<file path="src/rtl/x2050_wb_pkg.sv">
// Shared definitions for the 2050 storage-path Wishbone initiator and its responders.
package x2050_wb_pkg;

  localparam int unsigned WbAw = 16;
  localparam int unsigned WbDw = 32;

  typedef enum logic [1:0] {
    StIdle  = 2'd0,
    StIssue = 2'd1,
    StWait  = 2'd2
  } wb_state_e;

endpackage

</file>
<file path="src/rtl/wbtimer50.sv">
// Clearable saturating idle counter; expired fires on the edge the count would reach TIMEOUT.
module wbtimer50 #(
  parameter int unsigned TIMEOUT = 64
) (
  input  logic i_clk,
  input  logic i_reset,
  input  logic i_clear,
  input  logic i_run,
  output logic o_expired
);

  localparam int unsigned CW = $clog2(TIMEOUT + 1);
  localparam logic [CW-1:0] CntLast = CW'(TIMEOUT - 1);
  localparam logic [CW-1:0] CntMax  = CW'(TIMEOUT);

  logic [CW-1:0] cnt_q, cnt_d;

  always_comb begin
    cnt_d = cnt_q;
    if (i_clear) begin
      cnt_d = '0;
    end else if (i_run && (cnt_q != CntMax)) begin
      cnt_d = cnt_q + CW'(1);
    end
  end

  assign o_expired = i_run && !i_clear && (cnt_q == CntLast);

  always_ff @(posedge i_clk) begin
    if (i_reset) begin
      cnt_q <= '0;
    end else begin
      cnt_q <= cnt_d;
    end
  end

endmodule

</file>
<file path="src/rtl/wbmaster50.sv">
// Pipelined Wishbone initiator: single-word masked write or 1..MAXLEN word burst read,
// with in-order read return and an idle timeout abort.
module wbmaster50
  import x2050_wb_pkg::*;
#(
  parameter int unsigned AW      = WbAw,
  parameter int unsigned DW      = WbDw,
  parameter int unsigned MAXLEN  = 8,
  parameter int unsigned TIMEOUT = 64,
  localparam int unsigned LW     = $clog2(MAXLEN),
  localparam int unsigned SW     = DW / 8
) (
  input  logic          i_clk,
  input  logic          i_reset,
  input  logic          i_cmd_stb,
  input  logic          i_cmd_we,
  input  logic [AW-1:0] i_cmd_addr,
  input  logic [LW-1:0] i_cmd_len,
  input  logic [DW-1:0] i_cmd_data,
  input  logic [SW-1:0] i_cmd_sel,
  output logic          o_busy,
  output logic          o_rd_valid,
  output logic [DW-1:0] o_rd_data,
  output logic [LW-1:0] o_rd_index,
  output logic          o_done,
  output logic          o_err,
  output logic          o_wb_cyc,
  output logic          o_wb_stb,
  output logic          o_wb_we,
  output logic [AW-1:0] o_wb_addr,
  output logic [DW-1:0] o_wb_data,
  output logic [SW-1:0] o_wb_sel,
  input  logic          i_wb_stall,
  input  logic          i_wb_ack,
  input  logic [DW-1:0] i_wb_data
);

  wb_state_e     state_q, state_d;
  logic          we_q, we_d;
  logic [AW-1:0] addr_q, addr_d;
  logic [DW-1:0] data_q, data_d;
  logic [SW-1:0] sel_q, sel_d;
  logic [LW-1:0] len_q, len_d;
  logic [LW:0]   issue_q, issue_d;
  logic [LW:0]   ack_q, ack_d;
  logic          rd_valid_q, rd_valid_d;
  logic [DW-1:0] rd_data_q, rd_data_d;
  logic [LW-1:0] rd_index_q, rd_index_d;
  logic          done_q, done_d;
  logic          err_q, err_d;

  logic cyc, stb, accept, ack, expired;

  assign cyc    = (state_q != StIdle);
  assign stb    = (state_q == StIssue);
  assign accept = stb && !i_wb_stall;
  assign ack    = cyc && i_wb_ack;

  // Any bus progress restarts the idle window; it also sits cleared between commands.
  wbtimer50 #(
    .TIMEOUT (TIMEOUT)
  ) u_timer (
    .i_clk     (i_clk),
    .i_reset   (i_reset),
    .i_clear   (accept || ack || !cyc),
    .i_run     (cyc),
    .o_expired (expired)
  );

  always_comb begin
    state_d    = state_q;
    we_d       = we_q;
    addr_d     = addr_q;
    data_d     = data_q;
    sel_d      = sel_q;
    len_d      = len_q;
    issue_d    = issue_q;
    ack_d      = ack_q;
    rd_valid_d = 1'b0;
    rd_data_d  = rd_data_q;
    rd_index_d = rd_index_q;
    done_d     = 1'b0;
    err_d      = 1'b0;

    case (state_q)
      StIdle: begin
        if (i_cmd_stb) begin
          state_d = StIssue;
          we_d    = i_cmd_we;
          addr_d  = i_cmd_addr;
          data_d  = i_cmd_data;
          sel_d   = i_cmd_we ? i_cmd_sel : '1;
          len_d   = i_cmd_we ? '0 : i_cmd_len;
          issue_d = '0;
          ack_d   = '0;
        end
      end
      default: begin
        if (accept) begin
          issue_d = issue_q + (LW+1)'(1);
          addr_d  = addr_q + AW'(1);
          if (issue_q == {1'b0, len_q}) begin
            state_d = StWait;
          end
        end
        if (ack) begin
          ack_d = ack_q + (LW+1)'(1);
          if (!we_q) begin
            rd_valid_d = 1'b1;
            rd_data_d  = i_wb_data;
            rd_index_d = ack_q[LW-1:0];
          end
          if (ack_q == {1'b0, len_q}) begin
            state_d = StIdle;
            done_d  = 1'b1;
          end
        end else if (expired) begin
          state_d = StIdle;
          done_d  = 1'b1;
          err_d   = 1'b1;
        end
      end
    endcase
  end

  always_ff @(posedge i_clk) begin
    if (i_reset) begin
      state_q    <= StIdle;
      we_q       <= 1'b0;
      addr_q     <= '0;
      data_q     <= '0;
      sel_q      <= '0;
      len_q      <= '0;
      issue_q    <= '0;
      ack_q      <= '0;
      rd_valid_q <= 1'b0;
      rd_data_q  <= '0;
      rd_index_q <= '0;
      done_q     <= 1'b0;
      err_q      <= 1'b0;
    end else begin
      state_q    <= state_d;
      we_q       <= we_d;
      addr_q     <= addr_d;
      data_q     <= data_d;
      sel_q      <= sel_d;
      len_q      <= len_d;
      issue_q    <= issue_d;
      ack_q      <= ack_d;
      rd_valid_q <= rd_valid_d;
      rd_data_q  <= rd_data_d;
      rd_index_q <= rd_index_d;
      done_q     <= done_d;
      err_q      <= err_d;
    end
  end

  assign o_busy     = cyc;
  assign o_wb_cyc   = cyc;
  assign o_wb_stb   = stb;
  assign o_wb_we    = we_q;
  assign o_wb_addr  = addr_q;
  assign o_wb_data  = data_q;
  assign o_wb_sel   = sel_q;
  assign o_rd_valid = rd_valid_q;
  assign o_rd_data  = rd_data_q;
  assign o_rd_index = rd_index_q;
  assign o_done     = done_q;
  assign o_err      = err_q;

endmodule
</file>
<file path="config.mk">
export PLATFORM = sky130hd
export DESIGN_NAME = wbmaster50
export DESIGN_NICKNAME = d
export VERILOG_FILES = /design/src/rtl/x2050_wb_pkg.sv /design/src/rtl/wbtimer50.sv /design/src/rtl/wbmaster50.sv
export SDC_FILE = /design/constraint.sdc
export NUM_CORES = 1
export LEC_CHECK = 0
export BUFFER_PORTS_ARGS = -buffer_cell sky130_fd_sc_hd__buf_2
export CAP_MARGIN = 20
export CORE_MARGIN = 2
export CORE_UTILIZATION = 40
export DETAILED_ROUTE_END_ITERATION = 7
export GPL_ROUTABILITY_DRIVEN = 0
export PLACE_DENSITY = 0.66
export SLEW_MARGIN = 20
export SYNTH_ARGS = -nofsm -noshare
export SYNTH_HDL_FRONTEND = slang
export SYNTH_SLANG_ARGS = --single-unit
</file>
<file path="constraint.sdc">
create_clock -name i_clk -period 2.5 [get_ports i_clk]
set_input_delay 0.5 -clock i_clk [delete_from_list [all_inputs] [get_ports i_clk]]
set_output_delay 0.5 -clock i_clk [all_outputs]
set_load 0.02 [all_outputs]
</file>
Word level (Yosys, flattened, before mapping)
Cells that the tools add are included.
- $add $sub $neg: 4
- bitwise operators: 3
- multiplexer cells: 21
- reduce and logical (&&, ||, !) cells: 22
- equal/unequal tests: 6
- operator list (operator ; number):
    two-way mux 16 bit ; 3
    two-way mux 4 bit ; 6
    adder 16 x 1 -> 16 bit (second input constant) ; 1
    two-way mux 2 bit ; 7
    adder 4 x 1 -> 4 bit (second input constant) ; 2
    == test 4 x 3 -> 1 bit ; 2
    adder 7 x 1 -> 7 bit (second input constant) ; 1
    == test 7 x 6 -> 1 bit (second input constant) ; 1
    inequality test 7 bit (second input constant) ; 1
    AND reduction 2 bit ; 3
    nonzero test 2 bit ; 3
    OR reduction 3 bit ; 2
    logical AND 1 bit ; 5
    two-way mux 1 bit ; 4
    OR reduction 2 bit ; 2
    zero test 1 bit ; 3
    two-way mux 3 bit ; 1
    NOT 1 bit ; 3
    AND reduction 3 bit ; 1
    == test 2 x 1 -> 1 bit (second input constant) ; 1
    zero test 2 bit ; 1
    logical OR 1 bit ; 2
    inequality test 2 bit (second input constant) ; 1
- word-level logic and storage cells: 70
- output and inout bits: 94
- bits of input ports: 93
- register bits after elaboration: 111

Longest topological paths before layout
- word-level depth: 10
- gate-level depth with buffers: 7
- gate-level depth less buffers: 6

Cells and area by module
A second synthesis with hierarchy kept.
- cell total of the unflattened synthesis: 580
- area, all modules: 4684.5 µm²
- modules (own cells, without submodules) (module ; times used ; sequential area each (µm²) ; area each (µm²) ; cells each):
    wbmaster50 ; 1 ; 2082.0 ; 4324.1 ; 539
    wbtimer50 ; 1 ; 140.1 ; 360.3 ; 41

Least setup slack after synthesis
Ideal clock, no wire load.
- kind: reg2reg
- start point: reg addr_q[0] (netlist: o_wb_addr[0])
- end point: reg addr_q[14] (netlist: o_wb_addr[14])
- path buffers: 1
- period minus slack after synthesis: 1884 ps
- arrival: 1809 ps
- stages on the path, launching flop included: 7
- slack: 616 ps
- required time: 2425 ps
- setup time: 75 ps
- cell sequence: dfxtp_1 -> ha_1 -> and4_1 -> buf_6 -> nand3_4 -> or4b_1 -> a31oi_1
- longest elaborated chain between the ends: 3
- ends and longest elaborated chain (what ; RTL line ; RTL):
    start, declared ; wbmaster50.sv:40 ; logic [AW-1:0] addr_q, addr_d;
    start signal, assigned ; wbmaster50.sv:144 ; addr_q <= addr_d;
    adder 16 x 1 -> 16 bit ; wbmaster50.sv:101 ; addr_d = addr_q + AW'(1);
    two-way mux 16 bit ; wbmaster50.sv:99 ; if (accept) begin
    two-way mux 16 bit ; wbmaster50.sv:85 ; case (state_q)
Every way passes these cells. The select of a mux whose other input is x is not followed.
A chain may end at the register's enable or synchronous reset.

Final worst setup path
- start point: reg state_q[0]
- end point: out o_busy
- longest elaborated chain between the ends: 1
- ends and longest elaborated chain (what ; RTL line ; RTL):
    start, declared ; wbmaster50.sv:38 ; wb_state_e state_q, state_d;
    start signal, assigned ; wbmaster50.sv:128 ; state_q <= StIdle;
    start signal, assigned ; wbmaster50.sv:142 ; state_q <= state_d;
    nonzero test 2 bit ; wbmaster50.sv:54 ; assign cyc = (state_q != StIdle);
    end, declared ; wbmaster50.sv:21 ; output logic o_busy,
Every way passes these cells.

==> out/metrics.csv <==
metric,value,unit
status,"finished, final reports clean",
Die Span Y,112,microns
CTS Hold Bufs,0,
Die Width,112,microns
Total GRT Usage,20.0,%
Clock transition at path regs,70,ps
cts repair resizes,0,
Wirelength per Cell,14.2,microns
crit end category,primary output,
Post-Route Setup TNS,0,ps
max-slew violations,0,
"Cell Count, Final, Fillers Out",899,
FP Rows,39,
Ys Warns,0,
CTS tree,yes,
initial antenna violation count,0,
Critical Path Source Type,flop,
Hold Path Class,input pin to flop,
Worst Skew,6.83,ps
drt initial violations,203,
total global routing overflow,0,
largest net degree at the start of global routing,60,
"Req. time, crit path",2000,ps
"Seq/Total Area, Yosys",47.4,%
area of the multi-input gates,2250,sq um
die area,12600,sq um
fin crit share,89.6,%
hpwl dp,8980,microns
unrepaired setup endpoints after global routing,no,
Reg area,2220,sq um
"commonest non-fill, non-tap cells in the layout","buf_2 (185), nand2_1 (155), dfxtp_1 (111)",
vias in the first global route,4480,
Max VDD drop,410,uV
worst-path maximum fanout,25,
Mapped Avg Cell Area,7.97,sq um
Syn Inst Count,588,
"most common cell after layout, fill and taps aside",buf_2,
slew at the pin closest to its max-slew limit,660,ps
CORE AREA,11400,sq um
DR vias,4707,
max_cap viols,0,
CTS root buf,clkbuf_16,
pwr dens,762,nW/um^2
post-layout minimum cycle time,2240,ps
synth unique cells,55,
drt total wl,12800,microns
syn_nets,686,
nets,849,
Post-CTS Setup Bufs,0,
CTS Buffer Depth,2,
I/O pins,187,
Vias per Instance,5.24,
Fillers,1143,
Final ANT Viol Nets,0,
"Core Util, Final",52.6,%
Buffers on Ports,186,
area delta synth->final,28.0,%
share of cells above drive strength 1,28.8,%
"EDFF count, synth",0,
Worst Setup Path Type,flop to primary output,
Fin. Hold Viols,0,
clock sinks,111,
clock buffer count from CTS,9,
H-Tree Depth,3,
Final Setup Violations,0,
first-pass GRT wire length,20900,microns
Starting Density,41.1,%
DRC viols,0,
max_slew headroom,56.0,%
Most used DFF post-synth,dfxtp_1,
total power,4.57,mW
antenna diode count,0,
Leak,2.63,nW
worst skew pair latency,350,ps
drt pass-1 iters,5,
Fmax,0.447,GHz
placed cell count,883,
Crit path arrival time,1740,ps
ys async rst share,0,%
synthesis-stage register bit count,111,
Post-Syn Area,4690,sq um
Min Hold Slack,383,ps
area by class of cell:
| type | count | area share (%) |
|---|---|---|
| sequential | 111 | 37.0 |
| timing repair buffer | 194 | 17.0 |
| clock buffer | 12 | 4.11 |
| clock inverter | 4 | 0.876 |
| tap | 143 | 2.98 |
| multi-input combinational | 426 | 37.5 |
| inverter | 9 | 0.563 |
power by group:
group / total, mW / switching (mW) / internal, mW / leakage (nW)
sequential: 2.05 / 0.136 / 1.92 / 0.906
combinational: 1.05 / 0.672 / 0.379 / 1.58
clock: 1.47 / 0.655 / 0.810 / 0.147
total: 4.57 / 1.46 / 3.11 / 2.63
layer usage:
| metal | up-vias | GRT usage (%) | share of wire (%) |
|---|---|---|---|
| met3 | 21 | 5.35 | 6.7 |
| met2 | 146 | 34.0 | 49 |
| met5 | - | 0 | 0 |
| met4 | 0 | 7.24 | 1.6 |
| met1 | 2190 | 24.4 | 43 |
| li1 | 2350 | - | - |
worst paths after layout:
path         cells past startpoint               end            from  slack (ps)
max                              3            o_busy      state_q[0]         260
min                              3     o_wb_data[12]  i_cmd_data[12]         380
max reg2reg                      5  u_timer.cnt_q[6]      state_q[0]         550
min reg2reg                      2     o_wb_data[15]   o_wb_data[15]         450
cell families (layout without fill, tap and decap cells):
logic type / after synthesis / in the layout / share of synthesized area [%]
adder cells (fa/ha/maj): 5 / 5 / 1.33
AND/OR/NAND/NOR: 260 / 260 / 25.7
XOR/XNOR: 11 / 11 / 2.05
multiplexers: 1 / 1 / 0.214
flip-flops: 111 / 111 / 47.4
AO/OA/AOI/OAI: 149 / 149 / 18.6
buffers and inverters: 51 / 219 / 4.67
through the flow:
step | worst slack, ps | cell area (sq um)
floorplan | 616 | 4690
global route | 157 | 6000
global placement | 639 | 5700
detailed placement | 559 | 5700
CTS | 247 | 6000
finish | 261 | 6000
sequential cells by signal, summed over array words and instances, names as in the netlist:
name and flops:
o_err 1, issue_q 4, o_rd_valid 1, o_wb_data 32, o_done 1, o_wb_we 1, o_rd_index 3, u_timer.cnt_q 7
o_wb_sel 4, o_rd_data 32, len_q 3, state_q 2, ack_q 4, o_wb_addr 16
critical path, stage by stage, from the launching register on:
cell and delay (ps):
dfxtp_1 580, nor2_2 180, inv_2 380, buf_2 250
synthesized netlist by cell type, drive strengths merged (4+ instances only):
cell	instances	area, sq um
nand2	155	582
o21ai	18	90.1
a21oi	88	440
or3	4	25.0
nor2b	6	37.5
xor2	7	61.3
nor4b	4	35.0
buf	14	78.8
nor3	12	60.1
inv	9	33.8
a311oi	4	35.0
dfxtp	111	2220
clkbuf	28	106
a21o	6	45.0
nand3	8	52.6
and2	5	31.3
nor2	29	111
nor3b	7	52.6
a211oi	6	45.0
xnor2	4	35.0
nand4	10	62.6
a31oi	9	56.3
ha	5	62.6
Power figures use the tool's default switching activity.
